### src/rtl/gpr_pkg.sv
// Shared types and sizing helpers for the multi-port GPR file.
package gpr_pkg;

  localparam int DEFAULT_DATA_WIDTH     = 32;
  localparam int DEFAULT_GPR_ADDR_WIDTH = 5;
  localparam int DEFAULT_DEPTH          = 2 ** DEFAULT_GPR_ADDR_WIDTH;

  typedef enum logic {
    IDLE  = 1'b0,
    CLEAR = 1'b1
  } clr_state_e;

  function automatic int gpr_depth(input int addr_width);
    return 2 ** addr_width;
  endfunction

endpackage

### src/rtl/gpr_rd_port.sv
// One read port: zero-register check, write bypass priority mux and the
// stall-held registered output feeding the ALU stage.
module gpr_rd_port
  import gpr_pkg::*;
#(
  parameter int DATA_WIDTH     = DEFAULT_DATA_WIDTH,
  parameter int GPR_ADDR_WIDTH = DEFAULT_GPR_ADDR_WIDTH,
  parameter int NUM_WR_PORTS   = 1,
  parameter int BYPASS_EN      = 1,
  parameter int ZERO_REG_EN    = 1
) (
  input  logic                                 reg_clk,
  input  logic                                 reg_rst,
  input  logic                                 stall_pipeline,
  input  logic                                 clr_active,
  input  logic [GPR_ADDR_WIDTH-1:0]            rd_addr,
  input  logic [DATA_WIDTH-1:0]                stored_data,
  input  logic [NUM_WR_PORTS-1:0]              wr_en,
  input  logic [NUM_WR_PORTS*GPR_ADDR_WIDTH-1:0] wr_addr,
  input  logic [NUM_WR_PORTS*DATA_WIDTH-1:0]   wr_data,
  output logic [DATA_WIDTH-1:0]                rd_data_r,
  output logic [DATA_WIDTH-1:0]                rd_data
);

  logic [DATA_WIDTH-1:0] fwd_data;

  generate
    if (BYPASS_EN != 0) begin : g_bypass
      // Later ports overwrite earlier matches, so the highest index wins.
      always_comb begin
        fwd_data = stored_data;
        for (int i = 0; i < NUM_WR_PORTS; i++) begin
          if (wr_en[i] && (wr_addr[i*GPR_ADDR_WIDTH +: GPR_ADDR_WIDTH] == rd_addr)) begin
            fwd_data = wr_data[i*DATA_WIDTH +: DATA_WIDTH];
          end
        end
      end
    end else begin : g_no_bypass
      logic unused_wr_bus;
      assign unused_wr_bus = ^{wr_en, wr_addr, wr_data};
      assign fwd_data      = stored_data;
    end
  endgenerate

  always_comb begin
    rd_data_r = fwd_data;
    if (clr_active || ((ZERO_REG_EN != 0) && (rd_addr == '0))) begin
      rd_data_r = '0;
    end
  end

  always_ff @(posedge reg_clk or posedge reg_rst) begin
    if (reg_rst) begin
      rd_data <= '0;
    end else if (!stall_pipeline) begin
      rd_data <= rd_data_r;
    end
  end

endmodule

### src/rtl/gpr_file_mp.sv
// Multi-port general-purpose register file with optional zero register,
// write bypass, delayed ALU read outputs and a sequential clear engine.
module gpr_file_mp
  import gpr_pkg::*;
#(
  parameter int DATA_WIDTH     = DEFAULT_DATA_WIDTH,
  parameter int GPR_ADDR_WIDTH = DEFAULT_GPR_ADDR_WIDTH,
  parameter int NUM_RD_PORTS   = 2,
  parameter int NUM_WR_PORTS   = 1,
  parameter int BYPASS_EN      = 1,
  parameter int ZERO_REG_EN    = 1
) (
  input  logic                                   reg_clk,
  input  logic                                   reg_rst,
  input  logic                                   stall_pipeline,
  input  logic                                   clr_req,
  output logic                                   clr_busy,
  input  logic [NUM_WR_PORTS-1:0]                wr_en,
  input  logic [NUM_WR_PORTS*GPR_ADDR_WIDTH-1:0] wr_addr,
  input  logic [NUM_WR_PORTS*DATA_WIDTH-1:0]     wr_data,
  input  logic [NUM_RD_PORTS*GPR_ADDR_WIDTH-1:0] rd_addr,
  output logic [NUM_RD_PORTS*DATA_WIDTH-1:0]     rd_data_r,
  output logic [NUM_RD_PORTS*DATA_WIDTH-1:0]     rd_data
);

  localparam int DEPTH = gpr_depth(GPR_ADDR_WIDTH);
  localparam logic [GPR_ADDR_WIDTH-1:0] LAST_ENTRY = GPR_ADDR_WIDTH'(DEPTH - 1);

  clr_state_e                state;
  clr_state_e                next_state;
  logic [GPR_ADDR_WIDTH-1:0] clr_cnt;
  logic [DATA_WIDTH-1:0]     mem [DEPTH];

  always_ff @(posedge reg_clk or posedge reg_rst) begin
    if (reg_rst) begin
      state <= IDLE;
    end else begin
      state <= next_state;
    end
  end

  always_comb begin
    next_state = state;
    case (state)
      IDLE:    if (clr_req) next_state = CLEAR;
      CLEAR:   if (clr_cnt == LAST_ENTRY) next_state = IDLE;
      default: next_state = IDLE;
    endcase
  end

  always_ff @(posedge reg_clk or posedge reg_rst) begin
    if (reg_rst) begin
      clr_cnt <= '0;
    end else if (state == IDLE) begin
      if (clr_req) clr_cnt <= '0;
    end else begin
      clr_cnt <= (clr_cnt == LAST_ENTRY) ? '0 : clr_cnt + 1'b1;
    end
  end

  // Writes are lost while clearing; among live ports the highest index lands last.
  always_ff @(posedge reg_clk or posedge reg_rst) begin
    if (reg_rst) begin
      for (int k = 0; k < DEPTH; k++) begin
        mem[k] <= '0;
      end
    end else if (state == CLEAR) begin
      mem[clr_cnt] <= '0;
    end else begin
      for (int i = 0; i < NUM_WR_PORTS; i++) begin
        if (wr_en[i] &&
            !((ZERO_REG_EN != 0) && (wr_addr[i*GPR_ADDR_WIDTH +: GPR_ADDR_WIDTH] == '0))) begin
          mem[wr_addr[i*GPR_ADDR_WIDTH +: GPR_ADDR_WIDTH]] <= wr_data[i*DATA_WIDTH +: DATA_WIDTH];
        end
      end
    end
  end

  assign clr_busy = (state == CLEAR);

  generate
    for (genvar j = 0; j < NUM_RD_PORTS; j++) begin : g_rd
      logic [DATA_WIDTH-1:0] stored_data;
      assign stored_data = mem[rd_addr[j*GPR_ADDR_WIDTH +: GPR_ADDR_WIDTH]];

      gpr_rd_port #(
        .DATA_WIDTH     (DATA_WIDTH),
        .GPR_ADDR_WIDTH (GPR_ADDR_WIDTH),
        .NUM_WR_PORTS   (NUM_WR_PORTS),
        .BYPASS_EN      (BYPASS_EN),
        .ZERO_REG_EN    (ZERO_REG_EN)
      ) u_rd_port (
        .reg_clk        (reg_clk),
        .reg_rst        (reg_rst),
        .stall_pipeline (stall_pipeline),
        .clr_active     (clr_busy),
        .rd_addr        (rd_addr[j*GPR_ADDR_WIDTH +: GPR_ADDR_WIDTH]),
        .stored_data    (stored_data),
        .wr_en          (wr_en),
        .wr_addr        (wr_addr),
        .wr_data        (wr_data),
        .rd_data_r      (rd_data_r[j*DATA_WIDTH +: DATA_WIDTH]),
        .rd_data        (rd_data[j*DATA_WIDTH +: DATA_WIDTH])
      );
    end
  endgenerate

endmodule

### config.mk
export PLATFORM = sky130hd
export DESIGN_NAME = gpr_file_mp
export DESIGN_NICKNAME = d
export VERILOG_FILES = /design/src/rtl/gpr_pkg.sv /design/src/rtl/gpr_rd_port.sv /design/src/rtl/gpr_file_mp.sv
export SDC_FILE = /design/constraint.sdc
export NUM_CORES = 2
export LEC_CHECK = 0
export ABC_AREA = 0
export ABC_CLOCK_PERIOD_IN_PS = 79800
export BUFFER_PORTS_ARGS = -buffer_cell sky130_fd_sc_hd__buf_4
export CELL_PAD_IN_SITES_DETAIL_PLACEMENT = 1
export CELL_PAD_IN_SITES_GLOBAL_PLACEMENT = 1
export CORE_MARGIN = 3
export CORE_UTILIZATION = 45
export CTS_BUF_LIST = sky130_fd_sc_hd__clkbuf_4
export CTS_CLUSTER_SIZE = 8
export DETAILED_ROUTE_END_ITERATION = 6
export GPL_TIMING_DRIVEN = 1
export PLACE_DENSITY = 0.68
export SYNTH_ARGS = -nofsm -noshare
export SYNTH_HDL_FRONTEND = slang
export SYNTH_SLANG_ARGS = --single-unit
### constraint.sdc
create_clock -name reg_clk -period 79.8 [get_ports reg_clk]
set_input_delay 3.99 -clock reg_clk [delete_from_list [all_inputs] [get_ports reg_clk]]
set_output_delay 3.99 -clock reg_clk [all_outputs]
set_load 0.02 [all_outputs]
==> impl_metrics.env <==
export IMPL_outcome="completed"
export IMPL_htreeDepth=5
export IMPL_holdBufCountCts=0
export IMPL_core_area_sq_mm=0.125
export IMPL_total_leakage_power_nw=29.9
export IMPL_post_cts_buffers=0
export IMPL_fin_cells=6631
export IMPL_drtPass1Iterations=6
export IMPL_crit_slowest_cell="buf_4"
export IMPL_synth_main_ff_cell="dfrtp_1"
export IMPL_synth_top_family_by_area="compound AO/OA/AOI/OAI gates"
export IMPL_rows=129
export IMPL_ios=181
export IMPL_cpMostUsedCell="buf_4"
export IMPL_cts_root_buffer="clkbuf_4"
export IMPL_antenna_found_initial=10
export IMPL_total_power_mw=1.62
export IMPL_drv_slew=0
export IMPL_critPathArrivalTime_ns=9.74
export IMPL_finalCritPeriodShare_pct=17.2
export IMPL_syn_nets=4786
export IMPL_clock_sinks=1094
export IMPL_start_kind="primary input"
export IMPL_grt_pass1_wl_um=352000
export IMPL_peakVddDrop_mv=0.0169
export IMPL_grt_max_degree=177
export IMPL_avgSynthCellArea_sq_um=12.0
export IMPL_criticalPathCategory="primary input to output port"
export IMPL_path_depth=11
export IMPL_muxShareOfSynthArea_pct=19.2
export IMPL_cpLargestDelayFamily="buffers and inverters"
export IMPL_fin_crit_ns=13.73
export IMPL_hold_depth=1
export IMPL_dr_first_iter_drc_count=5201
export IMPL_path_cells="buf_8, buf_4, buf_4, buf_12, buf_4, mux2i_1, a22oi_1, nand4_1, or3_1, nand2_1, buf_4"
export IMPL_seq_area_frac_synth_pct=48.2
export IMPL_synthCells=4729
export IMPL_setup_violations=0
export IMPL_layout_cells_most_common="dfrtp_1"
export IMPL_insertion_delay_ns=1.31
export IMPL_nets=4828
export IMPL_critPathBufInv=6
export IMPL_synthArstFlopShare_pct=100
export IMPL_dp_cells=6084
export IMPL_final_antenna_net_count=0
export IMPL_synth_area_leader_cell="dfrtp_1"
export IMPL_initial_core_util_pct=45.6
export IMPL_drc=0
export IMPL_synthSimpleGateAreaFrac_pct=3.87
export IMPL_cts_clk_slew_worst_paths_ns=0.06
export IMPL_max_cap_violations=0
export IMPL_synth_top_area_share_pct=48.2
export IMPL_die_h_um=361
export IMPL_drive_above_1_share_pct=19.8
export IMPL_dieArea_sq_mm=0.131
export IMPL_synth_seq_cells=1094
export IMPL_max_slew_margin_rel_pct=19.2
export IMPL_synthXorXnorAreaFrac_pct=0.185
export IMPL_hold_class="flip-flop to flip-flop"
export IMPL_worst_slew_pin_slew_ns=1.20
export IMPL_reg2reg_depth=7
export IMPL_setup_tns_ns=0
export IMPL_synthesis_area_sq_mm=0.0568
export IMPL_rsz0062_at_grt="false"
export IMPL_fillers=12900
export IMPL_areaGrowthSynthToFinish_pct=11.3
export IMPL_wl_per_cell_um=36.9
export IMPL_drt_total_wl_um=245000
export IMPL_netlist_top_cells_area="dfrtp_1 48%, mux2i_1 18%, a22o_1 15%, a22oi_1 6.8%, clkbuf_1 2.3%"
export IMPL_cts_tree="yes"
export IMPL_hold_viol_final=0
export IMPL_power_density_mw_per_mm2=25.6
export IMPL_synth_edf_count=0
export IMPL_synth_cell_type_count=50
export IMPL_synth_fa_ha_area_share_pct=0.110
export IMPL_max_stage_delay_ns=0.92
export IMPL_critical_path_endpoint_type="output port"
export IMPL_fin_skew_ns=0.107
export IMPL_cp_max_fo=114
export IMPL_grt_pass1_vias=48700
export IMPL_grt_overflow=0
export IMPL_worstPathRequired_ns=75.81
export IMPL_via_per_inst=7.15
export IMPL_via_count=47400
export IMPL_ys_warn_count=0
export IMPL_io_buffers=180
export IMPL_final_cell_mix="1,094 x dfrtp_1, 1,024 x mux2i_1, 992 x a22o_1, 512 x a22oi_1, 472 x clkbuf_4"
export IMPL_design_area_sq_mm=0.0632
export IMPL_utilization_pct=50.7
export IMPL_place_gp_congestion=0.852
export IMPL_placed_area_sq_mm=0.0594
export IMPL_cts_resized=0
export IMPL_grt_total_usage_pct=36.7
export IMPL_clock_path_buffers=4
export IMPL_dp_hpwl_um=127000
export IMPL_fmax_mhz=72.8
export IMPL_synth_compound_area_share_pct=23.7
export IMPL_numCtsBuffers=322
export IMPL_die_w_um=361
==> through the flow <==
step                hold WS [ns]  setup WS, ns
detailed placement         0.495         66.26
finish                     0.507         66.07
global route               0.522         65.95
floorplan                  0.475         45.01
CTS                        0.510         66.19
global placement           0.489         66.33
==> sequential cells by signal (all words and copies together) (netlist names) <==
name,flops
clr_busy,1
clr_cnt,5
g_rd.u_rd_port.rd_data,64
mem,1024
==> synthesized netlist by cell type, types with 8 or more instances <==
cell / instances
and4b_1: 8
and4_1: 56
buf_6: 10
nor2_1: 33
buf_1: 33
a22oi_1: 512
mux2i_1: 1024
buf_4: 43
nand4_1: 74
xor2_1: 9
mux2_2: 59
clkbuf_1: 349
and2_1: 37
o31ai_2: 29
nand2_1: 15
a21oi_1: 42
buf_2: 156
a32o_1: 27
inv_1: 8
nand3_1: 35
a22o_1: 992
dfrtp_1: 1094
==> power breakdown <==
part / switching (mW) / internal, mW
Sequential: 0.0751 / 0.639
Clock: 0.255 / 0.271
Combinational: 0.229 / 0.147
==> cells by family (layout without fill, tap and decap cells) <==
kind of cell             after synthesis  after routing
AO/OA/AOI/OAI                       1616           1616
XOR/XNOR                              12             12
adder cells (fa/ha/maj)                5              5
buffers and inverters                602            853
flip-flops                          1094           1094
multiplexers                        1083           1083
other                                  0             14
AND/OR/NAND/NOR                      317            317
==> final cells by class <==
class / instances / area (sq um) / area share [%]
Antenna cell: 14 / 35.0 / 0.0554
Clock buffer: 472 / 3540 / 5.60
Clock inverter: 61 / 263 / 0.416
Inverter: 8 / 37.5 / 0.0594
Multi-Input combinational cell: 3033 / 27500 / 43.5
Sequential cell: 1094 / 27400 / 43.3
Tap cell: 1637 / 2050 / 3.24
Timing Repair Buffer: 312 / 2410 / 3.81
==> worst paths after layout <==
path	slack (ns)	to	startpoint
worst min register to register	0.51	g_rd[0].u_rd_port.rd_data[5]	g_rd[0].u_rd_port.rd_data[5]
worst max-delay path	66.07	rd_data_r[34]	rd_addr[7]
worst min-delay path	0.51	g_rd[0].u_rd_port.rd_data[5]	g_rd[0].u_rd_port.rd_data[5]
min in group asynchronous	2.86	mem[406]	reg_rst
max in group asynchronous	73.49	mem[641]	reg_rst
worst max register to register	76.10	mem[580]	clr_busy
==> routing by layer <==
metal	global-route usage [%]	part of all wire [%]	vias to the layer above
li1	-	-	18800
met1	49.3	40	24900
met2	53.8	43	2884
met3	10.9	11	769
met4	19.2	5.7	8
met5	0	0.022	-
No activity file was read; power rests on OpenSTA's default activity.
